File: src/rtl/alu_issue_seq_pkg.sv
// Shared constants, instruction field positions and FSM state type for the
// ALU issue/writeback sequencer.
package alu_issue_seq_pkg;

  localparam logic [3:0] OP_ADD  = 4'h8;
  localparam logic [3:0] OP_ADDI = 4'h9;

  localparam logic TYPE_R = 1'b0;
  localparam logic TYPE_I = 1'b1;

  localparam int OP_HI    = 15;
  localparam int OP_LO    = 12;
  localparam int TYPE_BIT = 11;
  localparam int RD_HI    = 10;
  localparam int RD_LO    = 8;
  localparam int RS_HI    = 7;
  localparam int RS_LO    = 5;
  localparam int RM_HI    = 4;
  localparam int RM_LO    = 2;

  typedef enum logic [1:0] {
    ST_IDLE = 2'd0,
    ST_IMM  = 2'd1,
    ST_EXEC = 2'd2,
    ST_WB   = 2'd3
  } state_e;

endpackage

File: src/rtl/alu_issue_seq_regfile.sv
// 8x16 register file: three operand read ports, a debug read port, one write port.
// ALU_ISSUE_SEQ_R0_ZERO_EN makes register 0 read as zero on every read port.
module alu_regfile #(
  parameter int NREGS = 8,
  parameter int DW    = 16
) (
  input  logic          clk,
  input  logic          rst_n,
  input  logic          we_i,
  input  logic [2:0]    waddr_i,
  input  logic [DW-1:0] wdata_i,
  input  logic [2:0]    rd_addr_i,
  input  logic [2:0]    rs_addr_i,
  input  logic [2:0]    rm_addr_i,
  input  logic [2:0]    dbg_addr_i,
  output logic [DW-1:0] rd_data_o,
  output logic [DW-1:0] rs_data_o,
  output logic [DW-1:0] rm_data_o,
  output logic [DW-1:0] dbg_data_o
);

`ifdef ALU_ISSUE_SEQ_R0_ZERO_EN
  localparam bit R0_ZERO = 1'b1;
`else
  localparam bit R0_ZERO = 1'b0;
`endif

  logic [DW-1:0] mem_q [NREGS];

  always_ff @(posedge clk or negedge rst_n) begin
    if (!rst_n) begin
      for (int i = 0; i < NREGS; i++) mem_q[i] <= '0;
    end else if (we_i) begin
      mem_q[waddr_i] <= wdata_i;
    end
  end

  assign rd_data_o  = (R0_ZERO && rd_addr_i  == 3'd0) ? '0 : mem_q[rd_addr_i];
  assign rs_data_o  = (R0_ZERO && rs_addr_i  == 3'd0) ? '0 : mem_q[rs_addr_i];
  assign rm_data_o  = (R0_ZERO && rm_addr_i  == 3'd0) ? '0 : mem_q[rm_addr_i];
  assign dbg_data_o = (R0_ZERO && dbg_addr_i == 3'd0) ? '0 : mem_q[dbg_addr_i];

endmodule

File: src/rtl/alu_issue_seq.sv
// Issue/writeback sequencer in front of the combinational 16-bit ALU.
// ALU_ISSUE_SEQ_R0_ZERO_EN: R0 reads zero and writes to R0 are dropped.
module alu_issue_seq
  import alu_issue_seq_pkg::*;
#(
  parameter int NREGS = 8,
  parameter int DW    = 16
) (
  input  logic          clk,
  input  logic          reset_n,
  input  logic          in_valid,
  output logic          in_ready,
  input  logic [DW-1:0] in_data,
  output logic [DW-1:0] alu_instruction,
  output logic [DW-1:0] alu_rddata,
  output logic [DW-1:0] alu_rsdata,
  output logic [DW-1:0] alu_rmdata,
  output logic [DW-1:0] alu_n,
  input  logic [DW-1:0] alu_result,
  output logic          wb_valid,
  output logic [2:0]    wb_addr,
  output logic [DW-1:0] wb_data,
  output logic          bad_op,
  input  logic [2:0]    dbg_addr,
  output logic [DW-1:0] dbg_data
);

`ifdef ALU_ISSUE_SEQ_R0_ZERO_EN
  localparam bit R0_ZERO = 1'b1;
`else
  localparam bit R0_ZERO = 1'b0;
`endif

  state_e        state_q, state_d;
  logic [DW-1:0] instr_q, instr_d;
  logic [DW-1:0] n_q, n_d;
  logic [DW-1:0] result_q, result_d;
  logic [2:0]    wb_addr_q, wb_addr_d;
  logic [DW-1:0] wb_data_q, wb_data_d;
  logic          rdy_q;
  logic          rf_we;

  logic [3:0] opcode;
  logic [2:0] rd_idx, rs_idx, rm_idx;
  logic       supported;
  logic       commit;

  assign opcode    = instr_q[OP_HI:OP_LO];
  assign rd_idx    = instr_q[RD_HI:RD_LO];
  assign rs_idx    = instr_q[RS_HI:RS_LO];
  assign rm_idx    = instr_q[RM_HI:RM_LO];
  assign supported = (opcode == OP_ADD) || (opcode == OP_ADDI);
  assign commit    = supported && !(R0_ZERO && rd_idx == 3'd0);

  // rdy_q keeps in_ready low during reset and for the release cycle.
  always_ff @(posedge clk or negedge reset_n) begin
    if (!reset_n) begin
      state_q   <= ST_IDLE;
      instr_q   <= '0;
      n_q       <= '0;
      result_q  <= '0;
      wb_addr_q <= '0;
      wb_data_q <= '0;
      rdy_q     <= 1'b0;
    end else begin
      state_q   <= state_d;
      instr_q   <= instr_d;
      n_q       <= n_d;
      result_q  <= result_d;
      wb_addr_q <= wb_addr_d;
      wb_data_q <= wb_data_d;
      rdy_q     <= 1'b1;
    end
  end

  always_comb begin
    state_d   = state_q;
    instr_d   = instr_q;
    n_d       = n_q;
    result_d  = result_q;
    wb_addr_d = wb_addr_q;
    wb_data_d = wb_data_q;
    in_ready  = 1'b0;
    wb_valid  = 1'b0;
    bad_op    = 1'b0;
    rf_we     = 1'b0;
    case (state_q)
      ST_IDLE: begin
        in_ready = rdy_q;
        if (in_valid && rdy_q) begin
          instr_d = in_data;
          n_d     = '0;
          state_d = (in_data[TYPE_BIT] == TYPE_I) ? ST_IMM : ST_EXEC;
        end
      end
      ST_IMM: begin
        in_ready = rdy_q;
        if (in_valid && rdy_q) begin
          n_d     = in_data;
          state_d = ST_EXEC;
        end
      end
      ST_EXEC: begin
        result_d = alu_result;
        // Load the writeback outputs only for a real write so they hold otherwise.
        if (commit) begin
          wb_addr_d = rd_idx;
          wb_data_d = alu_result;
        end
        state_d = ST_WB;
      end
      ST_WB: begin
        rf_we    = commit;
        wb_valid = commit;
        bad_op   = !supported;
        state_d  = ST_IDLE;
      end
      default: state_d = ST_IDLE;
    endcase
  end

  alu_regfile #(
    .NREGS (NREGS),
    .DW    (DW)
  ) u_regfile (
    .clk        (clk),
    .rst_n      (reset_n),
    .we_i       (rf_we),
    .waddr_i    (rd_idx),
    .wdata_i    (result_q),
    .rd_addr_i  (rd_idx),
    .rs_addr_i  (rs_idx),
    .rm_addr_i  (rm_idx),
    .dbg_addr_i (dbg_addr),
    .rd_data_o  (alu_rddata),
    .rs_data_o  (alu_rsdata),
    .rm_data_o  (alu_rmdata),
    .dbg_data_o (dbg_data)
  );

  assign alu_instruction = instr_q;
  assign alu_n           = n_q;
  assign wb_addr         = wb_addr_q;
  assign wb_data         = wb_data_q;

endmodule
File: config.mk
export PLATFORM = sky130hd
export DESIGN_NAME = alu_issue_seq
export DESIGN_NICKNAME = d
export VERILOG_FILES = /design/src/rtl/alu_issue_seq_pkg.sv /design/src/rtl/alu_issue_seq_regfile.sv /design/src/rtl/alu_issue_seq.sv
export SDC_FILE = /design/constraint.sdc
export NUM_CORES = 1
export LEC_CHECK = 0
export BUFFER_PORTS_ARGS = -buffer_cell sky130_fd_sc_hd__buf_2
export CAP_MARGIN = 20
export CELL_PAD_IN_SITES_DETAIL_PLACEMENT = 0
export CELL_PAD_IN_SITES_GLOBAL_PLACEMENT = 1
export CORE_MARGIN = 5
export CORE_UTILIZATION = 40
export CTS_CLUSTER_SIZE = 16
export DETAILED_ROUTE_END_ITERATION = 10
export PLACE_DENSITY_LB_ADDON = 0.05
export SYNTH_ARGS = -nofsm -noshare
export SYNTH_HDL_FRONTEND = slang
export SYNTH_SLANG_ARGS = --single-unit
File: constraint.sdc
create_clock -name clk -period 2.05 [get_ports clk]
set_input_delay 0 -clock clk [delete_from_list [all_inputs] [get_ports clk]]
set_output_delay 0 -clock clk [all_outputs]
set_load 0.1 [all_outputs]
==> results list, run 1 <==
- STA puts the critical path data required time at 2.05 ns.
- Once placement completed, the tool counted placed cells totaling 1,217.
- Cells with a size suffix above 1 make up 69.7% of the layout.
- In the synthesized netlist, the number of instances is 689.
- For this run, the top clock speed supported by timing is 466 MHz.
- After filler insertion, the fill cell instance count of the layout stands at 2,346.
* Maximum number of pins on one net before global-route repair: 56
- Number of global-route vias before repair: 8,054
* Floorplan Core Area: 0.0285 mm2
- The H-tree generated during clock tree synthesis spans 4 levels.
- The die covers 0.0322 mm2.
- Setup violations remaining at the end of the flow were counted as 46.
- Wirelength per Cell: 25.8 um
- In this run the cell area of the synthesized design comes to 0.0115 mm2.
* Result of the run: complete, but fails checks
* Storage cell area: 0.00499 mm2
* Sum of overflow across all layers after global routing: 0
- Post-route non-filler standard cell count: 1,289
- Effective utilization at floorplan: 40.3%
* Unique masters post-synth: 33
* MaxCap Viol Count: 0
* Worst slack, placed: 0.0948 ns
- CTS max path bufs: 2
- In the detailed route, the total length drawn on met3 is 1.46 mm.
- Once detailed placement completed, the half-perimeter wirelength came to 22.1 mm.
- Top routing layer in use: met5
- RSZ-0062 raised after global routing: yes
* Die X: 180 um
* Headroom to the max-slew limit: 56.0%
* Layout overhead on the synthesized area: 32.0%
- Final setup slack of the worst path: -0.0942 ns
- Final net count: 936
- The first detailed-routing pass ran for 5 iterations.
* Number of antenna violations at the first check in global routing: 0
- Clock-pin slew on the worst setup and hold paths: 0.07 ns
- Gpl congestion: 0.768
* Via count of the routed design: 7,417
- After detailed routing, the number of remaining DRC violations is 0.
- Startpoint kind of the worst setup timing path: flop
- Total inserted antenna cells: 0
* Number of synthesized register bits: 198
* Antenna viol nets, final: 0
* Sequential share of the synthesized area: 43.1%
- The tree is rooted in a sky130_fd_sc_hd__clkbuf_16.
- The later pin in the worst-skew pair is clocked with a latency of 0.43 ns.
- Time the worst path needs with I/O delays and setup: 2.14 ns
- Total routed wire length on the met1 layer: 14.6 mm
* Total Routing Usage GR: 20.7%
- Detailed routing placed a total of 16.6 mm of wire on met2.
- WP data arrival: 2.14 ns
- Hold Vio Cnt, Final: 0
* Minimum hold slack: 0.109 ns
* TritonCTS sink count: 198
- Worst slew pin tran: 0.660 ns
- CP Max Fanout: 8
- Worst min-delay path category: input pin to async pin
- Critical Setup Path Class: flop to output port
- Summing all multi-input logic gate instances after layout gives 0.00644 mm2.
- Net count after synthesis: 732
* Failing checks: setup timing
- Final core occ: 53.2%
- Total wire length: 33.2 mm
- First-pass GRT wire length: 51.6 mm
* Clock Skews: 0.0121 ns
- Number of warnings reported in the yosys synthesis log: 0
- The first routing iteration left 577 violations.
- Chip height: 180 um
* Post-route clock period utilization: 105%
- Number of placed I/O pins: 156
- The floorplan has 62 rows.
- Input and output buffers added on the ports amount to 155.
- TritonCTS created 17 clock buffers.
* Critical Path Sink Type: output port
* Final-report max-slew violation count: 0
- TritonCTS built the clock tree.
- Average cell area after synthesis: 16.7 um2
- Via density per instance: 5.75
==> routing by layer <==
layer  vias to the layer above  GRT usage [%]
li1                       3151              -
met1                      3975           28.4
met2                       247           34.3
met3                        42           3.76
met4                         2           5.21
met5                         -           1.04
==> cells in the final DEF, fill, tap and decap left out, drive strengths merged, types with 6 or more instances in the layout <==
master,count
dfrtp,198
buf,205
clkbuf,23
dlygate4sd3,34
mux4,126
inv,6
a22o,16
mux2,241
==> cell usage after synthesis <==
| master | instances | area (um2) |
|---|---|---|
| sky130_fd_sc_hd__buf_1 | 3 | 11.3 |
| sky130_fd_sc_hd__inv_1 | 4 | 15.0 |
| sky130_fd_sc_hd__mux2_4 | 30 | 450 |
| sky130_fd_sc_hd__nor3_4 | 1 | 16.3 |
| sky130_fd_sc_hd__buf_2 | 18 | 90.1 |
| sky130_fd_sc_hd__o211ai_1 | 1 | 7.51 |
| sky130_fd_sc_hd__conb_1 | 1 | 3.75 |
| sky130_fd_sc_hd__mux2_2 | 209 | 2350 |
| sky130_fd_sc_hd__and3_1 | 2 | 12.5 |
| sky130_fd_sc_hd__buf_6 | 7 | 78.8 |
| sky130_fd_sc_hd__nand2_4 | 1 | 11.3 |
| sky130_fd_sc_hd__nor3_1 | 1 | 5.00 |
| sky130_fd_sc_hd__nor2_1 | 2 | 7.51 |
| sky130_fd_sc_hd__a21oi_1 | 2 | 10.0 |
| sky130_fd_sc_hd__and2_1 | 2 | 12.5 |
| sky130_fd_sc_hd__nand3_4 | 1 | 17.5 |
| sky130_fd_sc_hd__o21ai_0 | 5 | 25.0 |
| sky130_fd_sc_hd__nor2b_1 | 2 | 12.5 |
| sky130_fd_sc_hd__mux2i_1 | 5 | 50.1 |
| sky130_fd_sc_hd__nor2_2 | 1 | 6.26 |
| sky130_fd_sc_hd__a211o_1 | 1 | 8.76 |
| sky130_fd_sc_hd__buf_4 | 4 | 30.0 |
| sky130_fd_sc_hd__and2b_1 | 1 | 7.51 |
| sky130_fd_sc_hd__dfrtp_1 | 198 | 4950 |
| sky130_fd_sc_hd__a22o_1 | 16 | 140 |
| sky130_fd_sc_hd__mux2_1 | 2 | 22.5 |
| sky130_fd_sc_hd__nand3b_4 | 3 | 60.1 |
| sky130_fd_sc_hd__nor3b_4 | 3 | 56.3 |
| sky130_fd_sc_hd__nand3_1 | 2 | 10.0 |
| sky130_fd_sc_hd__mux4_2 | 126 | 2840 |
| sky130_fd_sc_hd__clkbuf_1 | 26 | 97.6 |
| sky130_fd_sc_hd__nand2_1 | 4 | 15.0 |
| sky130_fd_sc_hd__ha_1 | 5 | 62.6 |
==> worst max-delay path, stage by stage, from the launching register on <==
cell                      delay (ns)
sky130_fd_sc_hd__dfrtp_4        0.47
sky130_fd_sc_hd__buf_12         0.13
sky130_fd_sc_hd__buf_16         0.15
sky130_fd_sc_hd__mux4_2         0.50
sky130_fd_sc_hd__mux2_4         0.29
sky130_fd_sc_hd__buf_12         0.17
==> state kept, by name, indices dropped and copies added (netlist names) <==
name	flops
result_q	16
u_regfile.mem_q	128
wb_addr	3
alu_n	16
alu_instruction	16
state_q	2
rdy_q	1
wb_data	16
==> through the flow <==
step / instance area (um2) / TNS, ns
after floorplan: 11800 / -0.494
after global placement: 13300 / 0
after detailed placement: 13300 / 0
after CTS: 15100 / -3.32
after global routing: 15200 / -5.66
final: 15200 / -2.80
==> path summary, 6_finish.rpt <==
check	start	to	slack, ns	cells past startpoint
worst max register to register	alu_instruction[14]$_DFFE_PN0P_	u_regfile.mem_q[87]$_DFFE_PN0P_	0.09	6
worst min register to register	alu_instruction[11]$_DFFE_PN0P_	alu_instruction[11]$_DFFE_PN0P_	0.49	2
worst max-delay path	alu_instruction[8]$_DFFE_PN0P_	alu_rddata[2]	-0.09	5
max in group asynchronous	reset_n	alu_instruction[1]$_DFFE_PN0P_	1.15	4
worst min-delay path	reset_n	wb_data[8]$_DFFE_PN0P_	0.11	2
min in group clk	in_data[8]	alu_n[8]$_DFFE_PN0P_	0.33	3
==> layout make-up <==
cell class	count	share of cell area, %
multi-input cells	429	42.4
clock inverters	11	1.30
flip-flops and latches	198	32.9
inverters	4	0.0989
clock buffers	20	3.01
well taps	384	3.17
repair buffers	243	17.1
==> cells by family after synthesis <==
logic type	Yosys count	share of synthesized area (%)
compound gates	25	1.66
fa+ha+maj	5	0.544
buf+inv	62	2.81
flops	198	43.1
mux	372	49.7
other cells	1	0.0326
simple gates	26	2.18
==> timing repair <==
item,4_1_cts,5_1_grt
pin swaps,1,0
resized for setup,183,13
endpoints found under the setup margin,48,48
endpoints found under the hold margin,199,0
hold buffers,34,0
buffers inserted,4,0
gates cloned,2,2
Power of run 1 is not shown: default switching activity piles up to over one toggle a cycle in this logic, so the estimate is an artifact.
==> inputs of run 2 (changes only) <==
Settings changed: PLACE_DENSITY_LB_ADDON 0.05 to 0.1, RECOVER_POWER from default to 50.
==> results list, run 2 (synthesized netlist as in run 1, its figures left out) <==
- WP data arrival: 2.17 ns (was 2.14 ns)
* Die outline area: 0.0322 mm2 (unchanged)
* Sum of overflow across all layers after global routing: 0 (unchanged)
- The clock-pin slew of the registers on the worst-case setup and hold paths came to 0.09 ns (was 0.07 ns).
- The later-pin clock latency in the skew report is 0.44 ns (was 0.43 ns).
* Final net count: 942 (was 936)
- The clock skew is 0.0185 ns (was 0.0121 ns).
- The mean routed wirelength per cell is 25.7 um (was 25.8 um).
- The relative slew slack is -10.3% (was 56.0%).
* Antenna viol nets, final: 0 (unchanged)
- RSZ-0062 raised after global routing: yes (unchanged)
* Data required time at the worst endpoint: 2.05 ns (about the same)
- Final core occ: 52.9% (was 53.2%)
- The number of buffers inserted during clock tree synthesis was 17 (unchanged).
- Layout overhead on the synthesized area: 31.3% (was 32.0%)
* Iter 0 DRT Violations: 688 (was 577)
- The global-route total usage across every layer was 21.0% (was 20.7%).
* CTS max path bufs: 2 (unchanged)
- The type of the most critical hold path is input pin to flop (was input pin to async pin).
* F_max: 461 MHz (was 466 MHz)
- The largest net degree at the start of global routing was 61 (was 56).
* First-pass GRT wire length: 52.2 mm (was 51.6 mm)
- Hold Vio Cnt, Final: 0 (unchanged)
* Effective utilization at floorplan: 40.3% (unchanged)
- Number of antenna violations at the first check in global routing: 0 (unchanged)
- Leading cell types in the layout, fill and taps excluded: sky130_fd_sc_hd__dfrtp_1 (186), sky130_fd_sc_hd__mux2_2 (144), sky130_fd_sc_hd__mux4_2 (126) (was sky130_fd_sc_hd__dfrtp_1 (186), sky130_fd_sc_hd__mux2_2 (156), sky130_fd_sc_hd__mux4_2 (126))
- Drc violations: 0 (unchanged)
- Drt pass-1 iters: 5 (unchanged)
- The x dimension of the die is 180 um (unchanged).
* Total wire length: 33.3 mm (was 33.2 mm)
- The cell chosen for the clock root is sky130_fd_sc_hd__clkbuf_16 (unchanged).
- The number of setup violations in the final report was 46 (unchanged).
- The register with the most flip-flops is u_regfile.mem_q (unchanged).
- The depth of the worst register-to-register path is 5 (was 6).
* Failing checks: capacitance limit, slew limit, setup timing (was setup timing)
* Number of buffers added on ports: 155 (unchanged)
* Via density per instance: 5.83 (was 5.75)
* Most common cell after layout, fill and taps aside: sky130_fd_sc_hd__dfrtp_1 (unchanged)
- Post-route clock period utilization: 106% (was 105%)
* Via count of the routed design: 7,557 (was 7,417)
- The final critical path time including I/O delays and setup was 2.17 ns (was 2.14 ns).
- Final-report max-slew violation count: 60 (was 0)
- The last weighted congestion value of the routability-driven placer was 0.810 (was 0.768).
* Floorplan Core Area: 0.0285 mm2 (unchanged)
- The row count came to 62 (unchanged).
* Startpoint kind of the worst setup timing path: flop (unchanged)
- Result of the run: complete, but fails checks (unchanged)
- The number of flip-flops under the largest register name is 128 (unchanged).
- Chip height: 180 um (unchanged)
- Critical Setup Path Class: flop to output port (unchanged)
- The minimum setup slack in the final design came to -0.120 ns (was -0.0942 ns).
* MaxCap Viol Count: 1 (was 0)
- The biggest fanout along the worst timing path was 10 (was 8).
- The number of levels in the clock H-tree is 4 (unchanged).
- The sum of net half-perimeters after detailed placement came to 21.7 mm (was 22.1 mm).
- The nature of the critical path endpoint is an output port (unchanged).
- The tightest hold margin was 0.319 ns (was 0.109 ns).
- The number of top-level design ports was 156 (unchanged).
* Number of cells on the worst hold path: 3
- The TritonCTS clock tree is yes (unchanged).
- Total inserted antenna cells: 0 (unchanged)
- TritonCTS sink count: 198 (unchanged)
* Share of post-route cells with drive strength above 1: 66.6% (was 69.7%)
* Number of global-route vias before repair: 8,287 (was 8,054)
- The slew at the pin with the worst max-slew slack is 1.65 ns (was 0.660 ns).
==> run 2: changes by cell type in the layout (fill, tap and decap cells not counted), moves of 4 or more <==
| cell | before | now |
|---|---|---|
| sky130_fd_sc_hd__mux2_4 | 85 | 97 |
| sky130_fd_sc_hd__inv_8 | 0 | 4 |
| sky130_fd_sc_hd__buf_6 | 3 | 9 |
| sky130_fd_sc_hd__mux2_2 | 156 | 144 |
| sky130_fd_sc_hd__buf_2 | 106 | 75 |
| sky130_fd_sc_hd__clkbuf_1 | 1 | 31 |
| sky130_fd_sc_hd__bufinv_16 | 5 | 1 |
==> run 2: routing by layer <==
| metal | vias up | track usage [%] | share of wire [%] |
|---|---|---|---|
| met2 | 298 | 33.9 | 49 |
| met5 | - | 0 | 0 |
| met1 | 4050 | 29.4 | 44 |
| li1 | 3165 | - | - |
| met3 | 44 | 4.22 | 5.1 |
| met4 | 0 | 5.30 | 1.9 |
==> run 2: final cells by class <==
cell class	count	area, um2
fillers	2438	13500
inverters	4	15.0
multi-input cells	429	6480
clock buffers	17	425
repair buffers	249	2530
well taps	384	480
clock inverters	15	184
flip-flops and latches	198	4990
==> run 2: final timing paths <==
path / from / slack (ns) / endpoint
worst max-delay path: alu_instruction[8]$_DFFE_PN0P_ / -0.12 / alu_rddata[13]
worst min register to register: wb_data[5]$_DFFE_PN0P_ / 0.51 / wb_data[5]$_DFFE_PN0P_
min in group asynchronous: reset_n / 0.52 / u_regfile.mem_q[8]$_DFFE_PN0P_
worst max register to register: alu_instruction[13]$_DFFE_PN0P_ / 0.07 / u_regfile.mem_q[101]$_DFFE_PN0P_
max in group asynchronous: reset_n / 0.34 / alu_instruction[5]$_DFFE_PN0P_
worst min-delay path: in_data[12] / 0.32 / alu_n[12]$_DFFE_PN0P_
==> run 2: through the flow <==
| stage | instances | area (um2) | setup TNS (ns) | worst slack, ns |
|---|---|---|---|---|
| finish | 1296 | 15100 | -3.33 | -0.120 |
| global route | 1296 | 15100 | -6.93 | -0.179 |
| CTS | 1299 | 15200 | -5.97 | -0.186 |
| detailed placement | 1215 | 13300 | 0 | 0.0426 |
| global placement | 1215 | 13300 | 0 | 0.0791 |
| floorplan | 689 | 11800 | -0.494 | -0.0799 |
==> run 2: critical path, stage by stage (launching register included) <==
cell and delay [ns]:
sky130_fd_sc_hd__dfrtp_4 0.53, sky130_fd_sc_hd__buf_12 0.18, sky130_fd_sc_hd__mux4_2 0.53, sky130_fd_sc_hd__mux2_4 0.30, sky130_fd_sc_hd__buf_12 0.17
==> run 2: timing repair <==
action | CTS | global route
gates resized for setup | 194 | 21
endpoints found under the hold margin | 144 | 0
buffers inserted | 14 | 3
hold buffers | 34 | 0
endpoints found under the setup margin | 47 | 84
gates cloned | 4 | 0
pin swaps | 1 | 4
Power of run 2 is left out for the same reason.
==> inputs of run 3 (changes only) <==
Settings changed: CELL_PAD_IN_SITES_DETAIL_PLACEMENT 0 to default, CELL_PAD_IN_SITES_GLOBAL_PLACEMENT 1 to default, CORE_MARGIN 5 to default, PLACE_DENSITY_LB_ADDON 0.1 to default.
==> results list, run 3 (synthesized netlist as in run 1, its figures left out) <==
- Result of the run: complete, but fails checks (unchanged)
- Failing checks: setup timing (was capacitance limit, slew limit, setup timing)
* CP Max Fanout: 5 (was 10)
* Worst min-delay path category: input pin to flop (unchanged)
* TritonCTS sink count: 198 (unchanged)
* Gpl congestion: 0.783 (was 0.810)
* Antenna viol nets, final: 0 (unchanged)
- The global-route wire length before repair came to 50.3 mm (was 52.2 mm).
- Library cell used as clock root buffer: sky130_fd_sc_hd__clkbuf_16 (unchanged)
- Sum of overflow across all layers after global routing: 0 (unchanged)
- The type of element launching the critical path is a flop (unchanged).
- The final-layout setup total negative slack is -4.22 ns (was -3.33 ns).
* Number of rows created at floorplan: 61 (was 62)
- Die X: 172 um (was 180 um)
- Worst slew pin tran: 1.47 ns (was 1.65 ns)
- Clock Skews: 0.0170 ns (was 0.0185 ns)
* Critical Path Sink Type: output port (unchanged)
- The maximum root-to-sink buffer count was 2 (unchanged).
* Headroom to the max-slew limit: 2.28% (was -10.3%)
- The slowest cell on the critical path was sky130_fd_sc_hd__mux4_2 (was sky130_fd_sc_hd__dfrtp_4).
* Clock Latency Late Sink: 0.44 ns (about the same)
- The final antenna diode count was 0 (unchanged).
* Via count of the routed design: 7,460 (was 7,557)
* Total Routing Usage GR: 23.6% (was 21.0%)
- Final net count: 939 (was 942)
- The starting DRC count in detailed routing is 519 (was 688).
- F_max: 455 MHz (was 461 MHz)
- CP bufs+invs: 3 (was 2)
- Number of buffers added on ports: 155 (unchanged)
* Wirelength per Cell: 25.5 um (was 25.7 um)
- Clock H-tree levels: 4 (unchanged)
- The minimum setup slack in the final design came to -0.146 ns (was -0.120 ns).
- The TritonCTS clock tree was yes (unchanged).
- MaxCap Viol Count: 0 (was 1)
* Die outline area: 0.0294 mm2 (was 0.0322 mm2)
* Launch instance of the worst register-to-register path: alu_instruction[14]$_DFFE_PN0P_ (was alu_instruction[13]$_DFFE_PN0P_)
- Drt pass-1 iters: 6 (was 5)
- The clock-pin slew of the registers on the worst-case setup and hold paths is 0.08 ns (was 0.09 ns).
* TritonCTS Buffers: 17 (unchanged)
* Maximum number of pins on one net before global-route repair: 64 (was 61)
* Count of endpoints failing setup in the final report: 47 (was 46)
* Reg with most FFs: u_regfile.mem_q (unchanged)
* Floorplan Core Area: 0.0280 mm2 (was 0.0285 mm2)
* Post-route clock period utilization: 107% (was 106%)
- Drc violations: 0 (unchanged)
* Effective utilization at floorplan: 41.1% (was 40.3%)
* Detailed Place HPWL: 20.3 mm (was 21.7 mm)
- RSZ-0062 raised after global routing: yes (unchanged).
- Layout overhead on the synthesized area: 31.2% (was 31.3%)
- Hold Vio Cnt, Final: 0 (unchanged)
- Top cell by count, worst path: sky130_fd_sc_hd__buf_12 (unchanged)
* Number of antenna violations at the first check in global routing: 0 (unchanged)
- The via count of the first global-routing pass is 8,001 (was 8,287).
* Critical Setup Path Class: flop to output port (unchanged)
- Total wire length: 32.8 mm (was 33.3 mm)
* Largest delay share family, worst path: multiplexers (unchanged)
* Data required time at the worst endpoint: 2.05 ns (about the same)
- The delay contributed by the slowest stage of the critical path is 0.51 ns (was 0.53 ns).
* Leading cell types in the layout, fill and taps excluded: sky130_fd_sc_hd__dfrtp_1 (186), sky130_fd_sc_hd__mux2_2 (156), sky130_fd_sc_hd__mux4_2 (126) (was sky130_fd_sc_hd__dfrtp_1 (186), sky130_fd_sc_hd__mux2_2 (144), sky130_fd_sc_hd__mux4_2 (126))
- Largest register FFs: 128 (unchanged)
* Via density per instance: 5.80 (was 5.83)
* Number of placed I/O pins: 156 (unchanged)
* Start point of the worst hold path: in_data[15] (was in_data[12])
* CP Cell Sequence: buf_12, buf_12, mux4_2, mux2_4, buf_12 (was buf_12, mux4_2, mux2_4, buf_12)
* Final-report max-slew violation count: 0 (was 60)
- Chip height: 172 um (was 180 um)
* Time the worst path needs with I/O delays and setup: 2.20 ns (was 2.17 ns)
- The worst endpoint data arrival time is 2.20 ns (was 2.17 ns).
* Most common cell after layout, fill and taps aside: sky130_fd_sc_hd__dfrtp_1 (unchanged)
- The share of post-route cells with drive strength above 1 came to 66.1% (was 66.6%).
- The startpoint of the worst setup timing path is alu_instruction[2]$_DFFE_PN0P_ (was alu_instruction[8]$_DFFE_PN0P_).
## run 3: worst paths after layout
kind                                              endpoint  slack (ns)  depth (start not counted)
min in group asynchronous  u_regfile.mem_q[41]$_DFFE_PN0P_        0.47                          2
max in group asynchronous   alu_instruction[8]$_DFFE_PN0P_        0.30                          3
max reg2reg                u_regfile.mem_q[80]$_DFFE_PN0P_        0.07                          5
min reg2reg                alu_instruction[11]$_DFFE_PN0P_        0.51                          2
min                                  alu_n[15]$_DFFE_PN0P_        0.32                          3
max                                         alu_rmdata[15]       -0.15                          5
## run 3: cell type report
class | count | area [um2]
clock buffers | 19 | 443
multi-input cells | 429 | 6430
fillers | 2261 | 12900
clock inverters | 13 | 115
repair buffers | 246 | 2620
well taps | 378 | 473
flip-flops and latches | 198 | 4990
inverters | 4 | 15.0
## run 3: repair_timing
| item | in CTS | in global routing |
|---|---|---|
| gates cloned | 5 | 2 |
| hold endpoints to repair | 116 | 0 |
| pin swaps | 2 | 0 |
| hold buffers | 34 | 0 |
| setup endpoints to repair | 53 | 63 |
| gates resized for setup | 197 | 6 |
| buffers inserted | 11 | 1 |
## run 3: worst register-to-register path: stages, from the launching register on
cell and delay [ns]:
sky130_fd_sc_hd__dfrtp_4 0.49, sky130_fd_sc_hd__nor3b_4 0.34, sky130_fd_sc_hd__nand3b_4 0.19, sky130_fd_sc_hd__nor3b_4 0.29, sky130_fd_sc_hd__buf_12 0.20, sky130_fd_sc_hd__mux2_2 0.35
## run 3: stage by stage
step | cell area (um2) | setup slack (ns) | util [%] | hold WS (ns) | cells
detailed placement | 13300 | -0.00137 | 47.5 | 0.0110 | 1207
floorplan | 11800 | -0.0799 | - | -0.296 | 689
global placement | 13300 | 0.129 | 47.5 | 0.00100 | 1207
global route | 15100 | -0.196 | 53.9 | 0.312 | 1287
CTS | 15200 | -0.180 | 54.3 | 0.111 | 1289
finish | 15100 | -0.146 | 53.9 | 0.324 | 1287
## run 3: per-layer routing
| layer | wire (um) | vias up | track usage, % |
|---|---|---|---|
| li1 | - | 3155 | - |
| met1 | 13900 | 3979 | 30.9 |
| met2 | 16500 | 288 | 39.3 |
| met3 | 1850 | 38 | 4.97 |
| met4 | 614 | 0 | 7.10 |
| met5 | 0 | - | 0 |
Power of run 3 is left out for the same reason.
